--- src/rtl/icb_ddr_seq_if.sv ---
// icb_ddr_seq_if: ICB command/response bus between the line sequencer and the DDR bridge registers
interface icb_ddr_seq_if;
  logic        m_icb_cmd_valid;
  logic        m_icb_cmd_ready;
  logic [31:0] m_icb_cmd_addr;
  logic        m_icb_cmd_read;
  logic [31:0] m_icb_cmd_wdata;
  logic [3:0]  m_icb_cmd_wmask;
  logic        m_icb_rsp_valid;
  logic        m_icb_rsp_ready;
  logic        m_icb_rsp_err;
  logic [31:0] m_icb_rsp_rdata;
  modport master (
    output m_icb_cmd_valid, m_icb_cmd_addr, m_icb_cmd_read, m_icb_cmd_wdata, m_icb_cmd_wmask, m_icb_rsp_ready,
    input  m_icb_cmd_ready, m_icb_rsp_valid, m_icb_rsp_err, m_icb_rsp_rdata
  );
  modport slave (
    input  m_icb_cmd_valid, m_icb_cmd_addr, m_icb_cmd_read, m_icb_cmd_wdata, m_icb_cmd_wmask, m_icb_rsp_ready,
    output m_icb_cmd_ready, m_icb_rsp_valid, m_icb_rsp_err, m_icb_rsp_rdata
  );
endinterface

--- src/rtl/icb_ddr_seq.sv ---
// icb_ddr_seq: turns one 256-bit line request into the DDR bridge register sequence; DDR_SEQ_TIMEOUT_EN bounds STATE polling
module icb_ddr_seq #(
  parameter logic [31:0] BASE_ADDR  = 32'h1000_0000,
  parameter int          CTRL_GAP   = 16,
  parameter int          POLL_LIMIT = 4096
) (
  input  logic          clk,
  input  logic          rst_n,
  input  logic          req_valid,
  output logic          req_ready,
  input  logic          req_write,
  input  logic [27:0]   req_addr,
  input  logic [255:0]  req_wdata,
  output logic          rsp_valid,
  input  logic          rsp_ready,
  output logic [255:0]  rsp_rdata,
  output logic          rsp_err,
  output logic          busy,
  icb_ddr_seq_if.master icb
);
  typedef enum logic [2:0] {IDLE, ISSUE, WAIT_RSP, GAP, POLL, RESP} state_t;
  localparam logic [3:0] LAST = 4'd13;
  localparam int GW = $clog2(CTRL_GAP + 1);
  state_t state, nxt;
  logic wr_q;
  logic [27:0] addr_q;
  logic [255:0] wdata_q;
  logic [3:0] step, step_nx, poll_step;
  logic [GW-1:0] gap_cnt;
  logic [2:0] wi, ri;
  logic [7:0] off;
  logic rd;
  logic [31:0] wd;
  logic issuing, take, is_poll, done, tmo, retry, gap_done, rd_line;
  assign poll_step = wr_q ? 4'd12 : 4'd4;
  assign wi = 3'(step - 4'd2);
  assign ri = 3'(step - 4'd5);
  assign issuing = state == ISSUE || state == POLL;
  assign take = icb.m_icb_rsp_valid && (state == WAIT_RSP || (issuing && icb.m_icb_cmd_ready));
  assign is_poll = step == poll_step;
  assign done = wr_q ? icb.m_icb_rsp_rdata[1] : icb.m_icb_rsp_rdata[0];
  assign retry = is_poll && !done && !tmo;
  assign step_nx = tmo ? LAST : retry ? step : step + 4'd1;
  assign gap_done = gap_cnt == GW'(CTRL_GAP - 1);
  assign rd_line = !wr_q && step >= 4'd5 && step <= 4'd12;
`ifdef DDR_SEQ_TIMEOUT_EN
  localparam int PW = $clog2(POLL_LIMIT + 1);
  logic [PW-1:0] poll_cnt;
  assign tmo = is_poll && !done && poll_cnt == PW'(POLL_LIMIT - 1);
  // count STATE reads of the current request
  always_ff @(posedge clk)
    if (!rst_n || (req_valid && req_ready)) poll_cnt <= '0;
    else if (take && is_poll) poll_cnt <= poll_cnt + 1'b1;
`else
  assign tmo = 1'b0;
`endif
  // decode the current step into a register offset, direction and write data
  always_comb begin
    off = 8'h00;
    rd = 1'b0;
    wd = 32'h0;
    if (step == 4'd0) off = 8'h04;
    else if (step == 4'd1 || step == LAST) off = 8'h00;
    else if (is_poll) begin
      off = 8'h04;
      rd = 1'b1;
    end else if (wr_q) begin
      if (step <= 4'd9) begin
        off = 8'h08 + {3'b0, wi, 2'b00};
        wd = wdata_q[{wi, 5'b0} +: 32];
      end else if (step == 4'd10) begin
        off = 8'h28;
        wd = {4'b0, addr_q};
      end else wd = 32'd2;
    end else if (step == 4'd2) begin
      off = 8'h4C;
      wd = {4'b0, addr_q};
    end else if (step == 4'd3) wd = 32'd1;
    else begin
      off = 8'h2C + {3'b0, ri, 2'b00};
      rd = 1'b1;
    end
  end
  // state register
  always_ff @(posedge clk)
    state <= !rst_n ? IDLE : nxt;
  // next state and handshake outputs; a response in the handshake cycle skips WAIT_RSP
  always_comb begin
    nxt = state;
    req_ready = 1'b0;
    rsp_valid = 1'b0;
    busy = state != IDLE;
    icb.m_icb_cmd_valid = 1'b0;
    icb.m_icb_cmd_addr = 32'h0;
    icb.m_icb_cmd_read = 1'b0;
    icb.m_icb_cmd_wdata = 32'h0;
    icb.m_icb_cmd_wmask = 4'hF;
    icb.m_icb_rsp_ready = 1'b1;
    if (state == IDLE) begin
      req_ready = 1'b1;
      if (req_valid) nxt = ISSUE;
    end
    if (issuing) begin
      icb.m_icb_cmd_valid = 1'b1;
      icb.m_icb_cmd_addr = BASE_ADDR + {24'h0, off};
      icb.m_icb_cmd_read = rd;
      icb.m_icb_cmd_wdata = wd;
      if (icb.m_icb_cmd_ready) nxt = WAIT_RSP;
    end
    if (take) nxt = step == 4'd1 ? GAP : step == LAST ? RESP : step_nx == poll_step ? POLL : ISSUE;
    if (state == GAP && gap_done) nxt = ISSUE;
    if (state == RESP) begin
      rsp_valid = 1'b1;
      if (rsp_ready) nxt = IDLE;
    end
  end
  // request latch, step sequencing, gap timer, sticky error and read line capture
  always_ff @(posedge clk)
    if (!rst_n) begin
      wr_q <= 1'b0;
      addr_q <= '0;
      wdata_q <= '0;
      step <= '0;
      gap_cnt <= '0;
      rsp_rdata <= '0;
      rsp_err <= 1'b0;
    end else begin
      if (req_valid && req_ready) begin
        wr_q <= req_write;
        addr_q <= req_addr;
        wdata_q <= req_wdata;
        step <= '0;
        rsp_rdata <= '0;
        rsp_err <= 1'b0;
      end
      if (take) begin
        step <= step_nx;
        rsp_err <= rsp_err | icb.m_icb_rsp_err | tmo;
        if (rd_line) rsp_rdata[{ri, 5'b0} +: 32] <= icb.m_icb_rsp_rdata;
      end
      gap_cnt <= (state == GAP && !gap_done) ? gap_cnt + 1'b1 : '0;
    end
endmodule
--- src/flat_wrapper.sv ---
// flat-port wrapper written by rule: the top's interface ports become plain ports
module icb_ddr_seq_flat 
#(
  parameter logic [31:0] BASE_ADDR  = 32'h1000_0000,
  parameter int          CTRL_GAP   = 16,
  parameter int          POLL_LIMIT = 4096
)
  (clk, rst_n, req_valid, req_ready, req_write, req_addr, req_wdata, rsp_valid, rsp_ready, rsp_rdata, rsp_err, busy, icb_m_icb_cmd_valid, icb_m_icb_cmd_addr, icb_m_icb_cmd_read, icb_m_icb_cmd_wdata, icb_m_icb_cmd_wmask, icb_m_icb_rsp_ready, icb_m_icb_cmd_ready, icb_m_icb_rsp_valid, icb_m_icb_rsp_err, icb_m_icb_rsp_rdata);
  icb_ddr_seq_if icb_i ();
  input  logic clk;
  input  logic rst_n;
  input  logic req_valid;
  output logic req_ready;
  input  logic req_write;
  input  logic [27:0] req_addr;
  input  logic [255:0] req_wdata;
  output logic rsp_valid;
  input  logic rsp_ready;
  output logic [255:0] rsp_rdata;
  output logic rsp_err;
  output logic busy;
  output wire logic [$bits(icb_i.m_icb_cmd_valid)-1:0] icb_m_icb_cmd_valid;
  output wire logic [$bits(icb_i.m_icb_cmd_addr)-1:0] icb_m_icb_cmd_addr;
  output wire logic [$bits(icb_i.m_icb_cmd_read)-1:0] icb_m_icb_cmd_read;
  output wire logic [$bits(icb_i.m_icb_cmd_wdata)-1:0] icb_m_icb_cmd_wdata;
  output wire logic [$bits(icb_i.m_icb_cmd_wmask)-1:0] icb_m_icb_cmd_wmask;
  output wire logic [$bits(icb_i.m_icb_rsp_ready)-1:0] icb_m_icb_rsp_ready;
  input wire logic [$bits(icb_i.m_icb_cmd_ready)-1:0] icb_m_icb_cmd_ready;
  input wire logic [$bits(icb_i.m_icb_rsp_valid)-1:0] icb_m_icb_rsp_valid;
  input wire logic [$bits(icb_i.m_icb_rsp_err)-1:0] icb_m_icb_rsp_err;
  input wire logic [$bits(icb_i.m_icb_rsp_rdata)-1:0] icb_m_icb_rsp_rdata;
  assign icb_m_icb_cmd_valid = icb_i.m_icb_cmd_valid;
  assign icb_m_icb_cmd_addr = icb_i.m_icb_cmd_addr;
  assign icb_m_icb_cmd_read = icb_i.m_icb_cmd_read;
  assign icb_m_icb_cmd_wdata = icb_i.m_icb_cmd_wdata;
  assign icb_m_icb_cmd_wmask = icb_i.m_icb_cmd_wmask;
  assign icb_m_icb_rsp_ready = icb_i.m_icb_rsp_ready;
  assign icb_i.m_icb_cmd_ready = icb_m_icb_cmd_ready;
  assign icb_i.m_icb_rsp_valid = icb_m_icb_rsp_valid;
  assign icb_i.m_icb_rsp_err = icb_m_icb_rsp_err;
  assign icb_i.m_icb_rsp_rdata = icb_m_icb_rsp_rdata;
  icb_ddr_seq #(.BASE_ADDR(BASE_ADDR), .CTRL_GAP(CTRL_GAP), .POLL_LIMIT(POLL_LIMIT)) u_core (.clk(clk), .rst_n(rst_n), .req_valid(req_valid), .req_ready(req_ready), .req_write(req_write), .req_addr(req_addr), .req_wdata(req_wdata), .rsp_valid(rsp_valid), .rsp_ready(rsp_ready), .rsp_rdata(rsp_rdata), .rsp_err(rsp_err), .busy(busy), .icb(icb_i));
endmodule
--- config.mk ---
export PLATFORM = sky130hd
export DESIGN_NAME = icb_ddr_seq_flat
export DESIGN_NICKNAME = d
export VERILOG_FILES = /design/src/rtl/icb_ddr_seq_if.sv /design/src/rtl/icb_ddr_seq.sv /design/src/flat_wrapper.sv
export SDC_FILE = /design/constraint.sdc
export NUM_CORES = 1
export LEC_CHECK = 0
export BUFFER_PORTS_ARGS = -buffer_cell sky130_fd_sc_hd__buf_2
export CAP_MARGIN = 0
export CORE_AREA = 2 2 256 258
export DETAILED_ROUTE_END_ITERATION = 10
export DIE_AREA = 0 0 258 260
export PLACE_DENSITY = 0.61
export SLEW_MARGIN = 20
export SYNTH_ARGS = -nofsm -noshare
export SYNTH_HDL_FRONTEND = slang
export SYNTH_SLANG_ARGS = --single-unit
--- constraint.sdc ---
create_clock -name clk -period 4.65 [get_ports clk]
set_input_delay 0.6975 -clock clk [delete_from_list [all_inputs] [get_ports clk]]
set_output_delay 0.6975 -clock clk [all_outputs]
set_load 0.02 [all_outputs]
== Word level (Yosys, flattened, before mapping) ==
Cells that the tools add are included.

* Add/sub/neg operators: 8
* Order comparisons: 3
* Shift operators: 3
* Bitwise gates (word level): 1
* Multiplexer cells: 51
* Eq/ne operators: 13
* Reduce and logical (&&, ||, !) cells: 19

{| class="wikitable"
|+ Operator list
! kind !! number
|-
| two-way mux 256 bit || 4
|-
| bitwise mux 256 bit || 1
|-
| two-way mux 32 bit || 8
|-
| variable shift 32 x 10 -> 256 bit, first input constant || 1
|-
| variable part select 256 x 9 -> 32 bit || 1
|-
| variable part select 32 x 10 -> 256 bit || 1
|-
| two-way mux 8 bit || 7
|-
| two-way mux 3 bit || 11
|-
| adder 29 x 8 -> 30 bit, first input constant || 1
|-
| two-way mux 28 bit || 1
|-
| two-way mux 4 bit || 4
|-
| two-way mux 1 bit || 14
|-
| negator 8 -> 10 bit || 1
|-
| equality test 4 x 2 -> 1 bit, second input constant || 2
|-
| equality test 4 bit || 2
|-
| equality test 4 bit, second input constant || 2
|-
| less-or-equal comparator 4 bit, second input constant || 2
|-
| logical AND 1 bit || 8
|-
| adder 6 x 5 -> 7 bit, first input constant || 1
|-
| adder 4 x 5 -> 6 bit, first input constant || 1
|-
| equality test 3 x 2 -> 1 bit, second input constant || 2
|-
| equality test 3 bit, second input constant || 2
|-
| two-way mux 6 bit || 1
|-
| adder 5 x 1 -> 5 bit, second input constant || 1
|-
| 15 further kinds || 19
|}

* Register bits: 554
* Output and inout port bits: 331
* Bits of input ports: 324
* Word-level logic and storage cells: 106

== Longest topological paths before layout ==
* Depth in word-level cells: 12
* Gate-level depth with buffers: 14
* Depth with buffers taken out: 8

== Worst setup path before layout ==
No wires, ideal clock.

* Path kind: reg2out
* From: reg u_core.step[1]
* To: out icb_m_icb_cmd_wdata[1]
* Arrival time: 3.449 ns
* Cell stages (with the launch flop): 10
* Required time: 3.953 ns
* Setup slack: 0.503 ns
* Buffers on the path: 5
* Cells stage by stage: dfxtp_1 -> buf_2 -> clkbuf_1 -> inv_1 -> ha_1 -> buf_2 -> buf_2 -> buf_2 -> mux2i_1 -> a2111oi_0

* Word-level cells in the longest chain between the ends: 8

{| class="wikitable"
|+ Ends and longest elaborated chain
! item !! line !! text
|-
| start: declaration || icb_ddr_seq.sv:28 || <nowiki>logic [3:0] step, step_nx, poll_step;</nowiki>
|-
| start signal: assignment || icb_ddr_seq.sv:137 || <nowiki>step <= step_nx;</nowiki>
|-
| subtractor 3 x 2 -> 3 bit / equality test 4 bit (equally long branches) || icb_ddr_seq.sv:36, icb_ddr_seq.sv:71 ||
|-
| variable part select 256 x 9 -> 32 bit / two-way mux 28 bit (equally long branches) || icb_ddr_seq.sv:70, icb_ddr_seq.sv:71 ||
|-
| two-way mux 32 bit || icb_ddr_seq.sv:68 || <nowiki>if (step <= 4'd9) begin</nowiki>
|-
| two-way mux 32 bit || icb_ddr_seq.sv:67 || <nowiki>end else if (wr_q) begin</nowiki>
|-
| two-way mux 32 bit || icb_ddr_seq.sv:64 || <nowiki>else if (is_poll) begin</nowiki>
|-
| two-way mux 32 bit || icb_ddr_seq.sv:63 || <nowiki>else if (step == 4'd1 || step == LAST) off = 8'h00;</nowiki>
|-
| two-way mux 32 bit (*) || icb_ddr_seq.sv:62 || <nowiki>if (step == 4'd0) off = 8'h04;</nowiki>
|-
| two-way mux 32 bit (*) || icb_ddr_seq.sv:103 || <nowiki>if (issuing) begin</nowiki>
|-
| end: declaration || flat_wrapper.sv:25 || <nowiki>output wire logic [$bits(icb_i.m_icb_cmd_wdata)-1:0] icb_m_icb_cmd_wdata;</nowiki>
|}

Mark *: on every way between the ends. The rest lies on a longest branch, timed or not.

== Worst setup path after layout ==
* From: reg u_core.step[2]
* To: out icb_m_icb_cmd_wdata[24]

Same word-level chain as after synthesis.

==> results.yml <==
status:
  status: "completed"
route:
  vias: 20000
  first_pass_iters: 6
  drt_first_iter_violations: 1572
  drt-total-wl_mm: 78.5
  wl_per_cell_um: 19.5
  drtAntennaViolNets: 0
  viasPerCell: 4.96
  drcViolationCount: 0
pwr:
  switching_power_w: 0.00425
  combPwrFrac_pct: 21.0
  clkPwrFrac_pct: 37.8
  power_density_nw_per_um2: 464
  p_int_w: 0.00915
  p_leak_nw: 13.0
  switching_share_pct: 31.7
  p_seq_share_pct: 41.2
  ir_drop_mv: 0.330
global_routing:
  overflow: 0
  grt_pass1_vias: 19200
  grt.total_usage_pct: 22.2
  antenna_found_initial: 38
  grt_max_degree: 232
  grt_pass1_wl_mm: 116
finish:
  areaGrowthSynthToFinish_pct: 24.3
  num-nets-final: 3443
  drive_gt1_share_pct: 26.8
  utilization_pct: 45.1
  ff_latch_area_sq_um: 11100
  instances_no_fill: 4032
  multi_input_area_sq_um: 11000
  nFillCells: 6407
synth:
  yosys.area_share.xor_xnor_pct: 0.334
  ys_seq_elements: 554
  ys_seq_area_share_pct: 47.7
  synth-edff-count: 0
  yosys-mux-area-fraction_pct: 18.7
  synth_top_family_by_area: "multiplexers"
  synth_simple_gate_area_share_pct: 18.2
  synthCells: 2605
  synthArstFlopShare_pct: 0
  synth_ff_type: "dfxtp_1"
  syn-cell-area_sq_um: 23200
  synth_fa_ha_area_share_pct: 0.700
  synth-warning-count: 0
  ys_types: 65
  synth_compound_area_share_pct: 8.87
  syn_avg_cell_area_sq_um: 8.92
die:
  core_sq_um: 64100
  fp.dieW_um: 258
  die_h_um: 260
  initial_core_util_pct: 36.2
  rows: 93
  io_pins: 655
  dieArea_sq_um: 67100
sta:
  setup_viol: 0
  grt_setup_unrepaired: "false"
  hold_viol_final: 0
  tightest_slew_ps: 1200
  slew_viol_final: 0
  min_period_over_period_pct: 94.4
  min_period_ps: 4390
  setup_tns_ps: 0
  clock.fmax_mhz: 228
  slew_headroom_pct: 20.2
  skew_ps: 17.4
cts:
  numCtsBuffers: 60
  insertion_delay_ps: 620
  root_buffer: "clkbuf_16"
  cts_hold_buf: 0
  cts_tree: "done"
  cts-resized-gates: 0
  htree_levels: 2
  post_cts_buffers: 0
  clkSinkCount: 554
  cts.clk_slew.worst_paths_ps: 70
  cts_max_path_buffers: 3
placement:
  dp_cells: 3899
  gp_congestion: 0.861
  io_buffers: 623
  dpl.hpwl_mm: 55.2
setup_path:
  crit_type: "reg2out"
  end_kind: "output port"
  cp.required_ps: 3950
  cp.arrival_ps: 3690
  crit_fanout: 26
  cp-start-kind: "register"
min_path:
  hp-class: "in2reg"
run:
  cap_violations: 0
## cell families (layout without fill, tap and decap cells)
kind of cell	after synthesis	after routing
AND/OR/NAND/NOR	1042	1042
AO/OA/AOI/OAI	370	370
XOR/XNOR	8	8
adder cells (fa/ha/maj)	13	13
buffers and inverters	262	783
other	2	53
multiplexers	354	354
flip-flops	554	554
## routing by layer
metal | share of wire, % | up-vias | GRT usage, %
met4 | 4.2 | 24 | 10.5
li1 | - | 9776 | -
met2 | 47 | 659 | 36.3
met3 | 7.5 | 181 | 6.31
met1 | 41 | 9377 | 27.1
met5 | 0.20 | - | 0
## power groups by stage
stage / combinational (W) / sequential, W / clock [W]
2_1_floorplan: 0.00208 / 0.00549 / 0
3_3_place_gp: 0.00281 / 0.00562 / 0
3_5_place_dp: 0.00283 / 0.00562 / 0
4_1_cts: 0.00284 / 0.00552 / 0.00519
5_1_grt: 0.00313 / 0.00557 / 0.00537
6_report: 0.00281 / 0.00553 / 0.00507
## cell type report
type	instances	share of cell area (%)
Antenna cell	22	0.191
Clock buffer	82	6.01
Clock inverter	29	1.33
Inverter	15	0.221
Multi-Input combinational cell	1818	38.2
Sequential cell	554	38.4
Tap cell	855	3.70
Timing Repair Buffer	657	11.9
## critical path, cell delays in order (launching register included)
cell and delay (ps):
dfxtp_1 770, inv_1 250, ha_4 640, buf_4 390
mux4_2 540, mux2i_1 200, o2bb2ai_1 100, buf_2 160
## registers in the layout, summed over array words and instances (netlist names)
register	cells
u_core.rsp_rdata	256
u_core.wdata_q	256
u_core.addr_q	28
u_core.gap_cnt	5
u_core.step	4
u_core.state	3
u_core.rsp_err	1
u_core.wr_q	1
## cell usage after synthesis (3+ instances only)
| cell type | instances | area [sq um] |
|---|---|---|
| nor3_1 | 4 | 20.0 |
| nor2b_1 | 5 | 31.3 |
| buf_2 | 45 | 225 |
| or3_1 | 4 | 25.0 |
| xnor2_1 | 3 | 26.3 |
| a221oi_1 | 4 | 35.0 |
| nand4b_1 | 5 | 43.8 |
| a21oi_1 | 297 | 1490 |
| buf_4 | 43 | 323 |
| dfxtp_1 | 554 | 11100 |
| nor4b_1 | 3 | 26.3 |
| mux4_2 | 64 | 1440 |
| buf_12 | 3 | 60.1 |
| mux2i_1 | 287 | 2870 |
| o2bb2ai_1 | 26 | 228 |
| inv_1 | 15 | 56.3 |
| clkbuf_1 | 148 | 556 |
| xor2_1 | 4 | 35.0 |
| nand4_1 | 5 | 31.3 |
| and3_1 | 3 | 18.8 |
| ha_1 | 13 | 163 |
| a21boi_0 | 3 | 22.5 |
| buf_6 | 3 | 33.8 |
| o21ai_0 | 9 | 45.0 |
| nand3_1 | 69 | 345 |
| a211oi_1 | 6 | 45.0 |
| a31oi_1 | 3 | 18.8 |
| nand2b_1 | 6 | 37.5 |
| nor2_1 | 18 | 67.6 |
| buf_1 | 5 | 18.8 |
| nand2_1 | 900 | 3380 |
| a22oi_1 | 4 | 30.0 |
| mux2_2 | 3 | 33.8 |
## layout by cell type (no fill, tap or decap), types with 4 or more instances in the layout
cell / netlist / routed
a211oi_1: 6 / 6
a21oi_1: 297 / 297
a221oi_1: 4 / 4
a22oi_1: 4 / 4
buf_12: 3 / 6
buf_2: 45 / 622
buf_4: 43 / 29
bufinv_16: 0 / 7
clkbuf_1: 148 / 8
clkbuf_16: 0 / 61
clkbuf_8: 0 / 13
clkinv_2: 0 / 13
conb_1: 2 / 31
dfxtp_1: 554 / 553
diode_2: 0 / 22
ha_1: 13 / 12
inv_1: 15 / 13
mux2i_1: 287 / 287
mux4_2: 64 / 64
nand2_1: 900 / 900
nand2b_1: 6 / 6
nand3_1: 69 / 69
nand4_1: 5 / 5
nand4b_1: 5 / 5
nor2_1: 18 / 16
nor2b_1: 5 / 5
nor3_1: 4 / 4
o21ai_0: 9 / 9
o2bb2ai_1: 26 / 26
or3_1: 4 / 4
xor2_1: 4 / 4
## final timing paths
| path | startpoint | end | slack [ps] | cells past startpoint |
|---|---|---|---|---|
| setup / recovery | u_core.step[2]$_SDFFE_PN0P_ | icb_m_icb_cmd_wdata[24] | 260 | 7 |
| hold / removal | req_wdata[27] | u_core.wdata_q[27]$_SDFFE_PN0P_ | 300 | 3 |
| setup reg to reg | u_core.step[0]$_SDFFE_PN0P_ | u_core.rsp_rdata[44]$_SDFF_PN0_ | 1340 | 10 |
| hold reg to reg | u_core.gap_cnt[0]$_SDFF_PN0_ | u_core.gap_cnt[0]$_SDFF_PN0_ | 450 | 1 |
## through the flow
stage | instance area, sq um | total power (W) | worst slack [ps] | hold WS [ps]
2_1_floorplan | 23300 | 0.00757 | 503 | 418
3_3_place_gp | 26700 | 0.00843 | 912 | 435
3_5_place_dp | 26700 | 0.00846 | 849 | 441
4_1_cts | 28800 | 0.0135 | 179 | 265
5_1_grt | 28900 | 0.0141 | 51.0 | 280
6_report | 28900 | 0.0134 | 260 | 303
(Power assumes the default switching activity.)
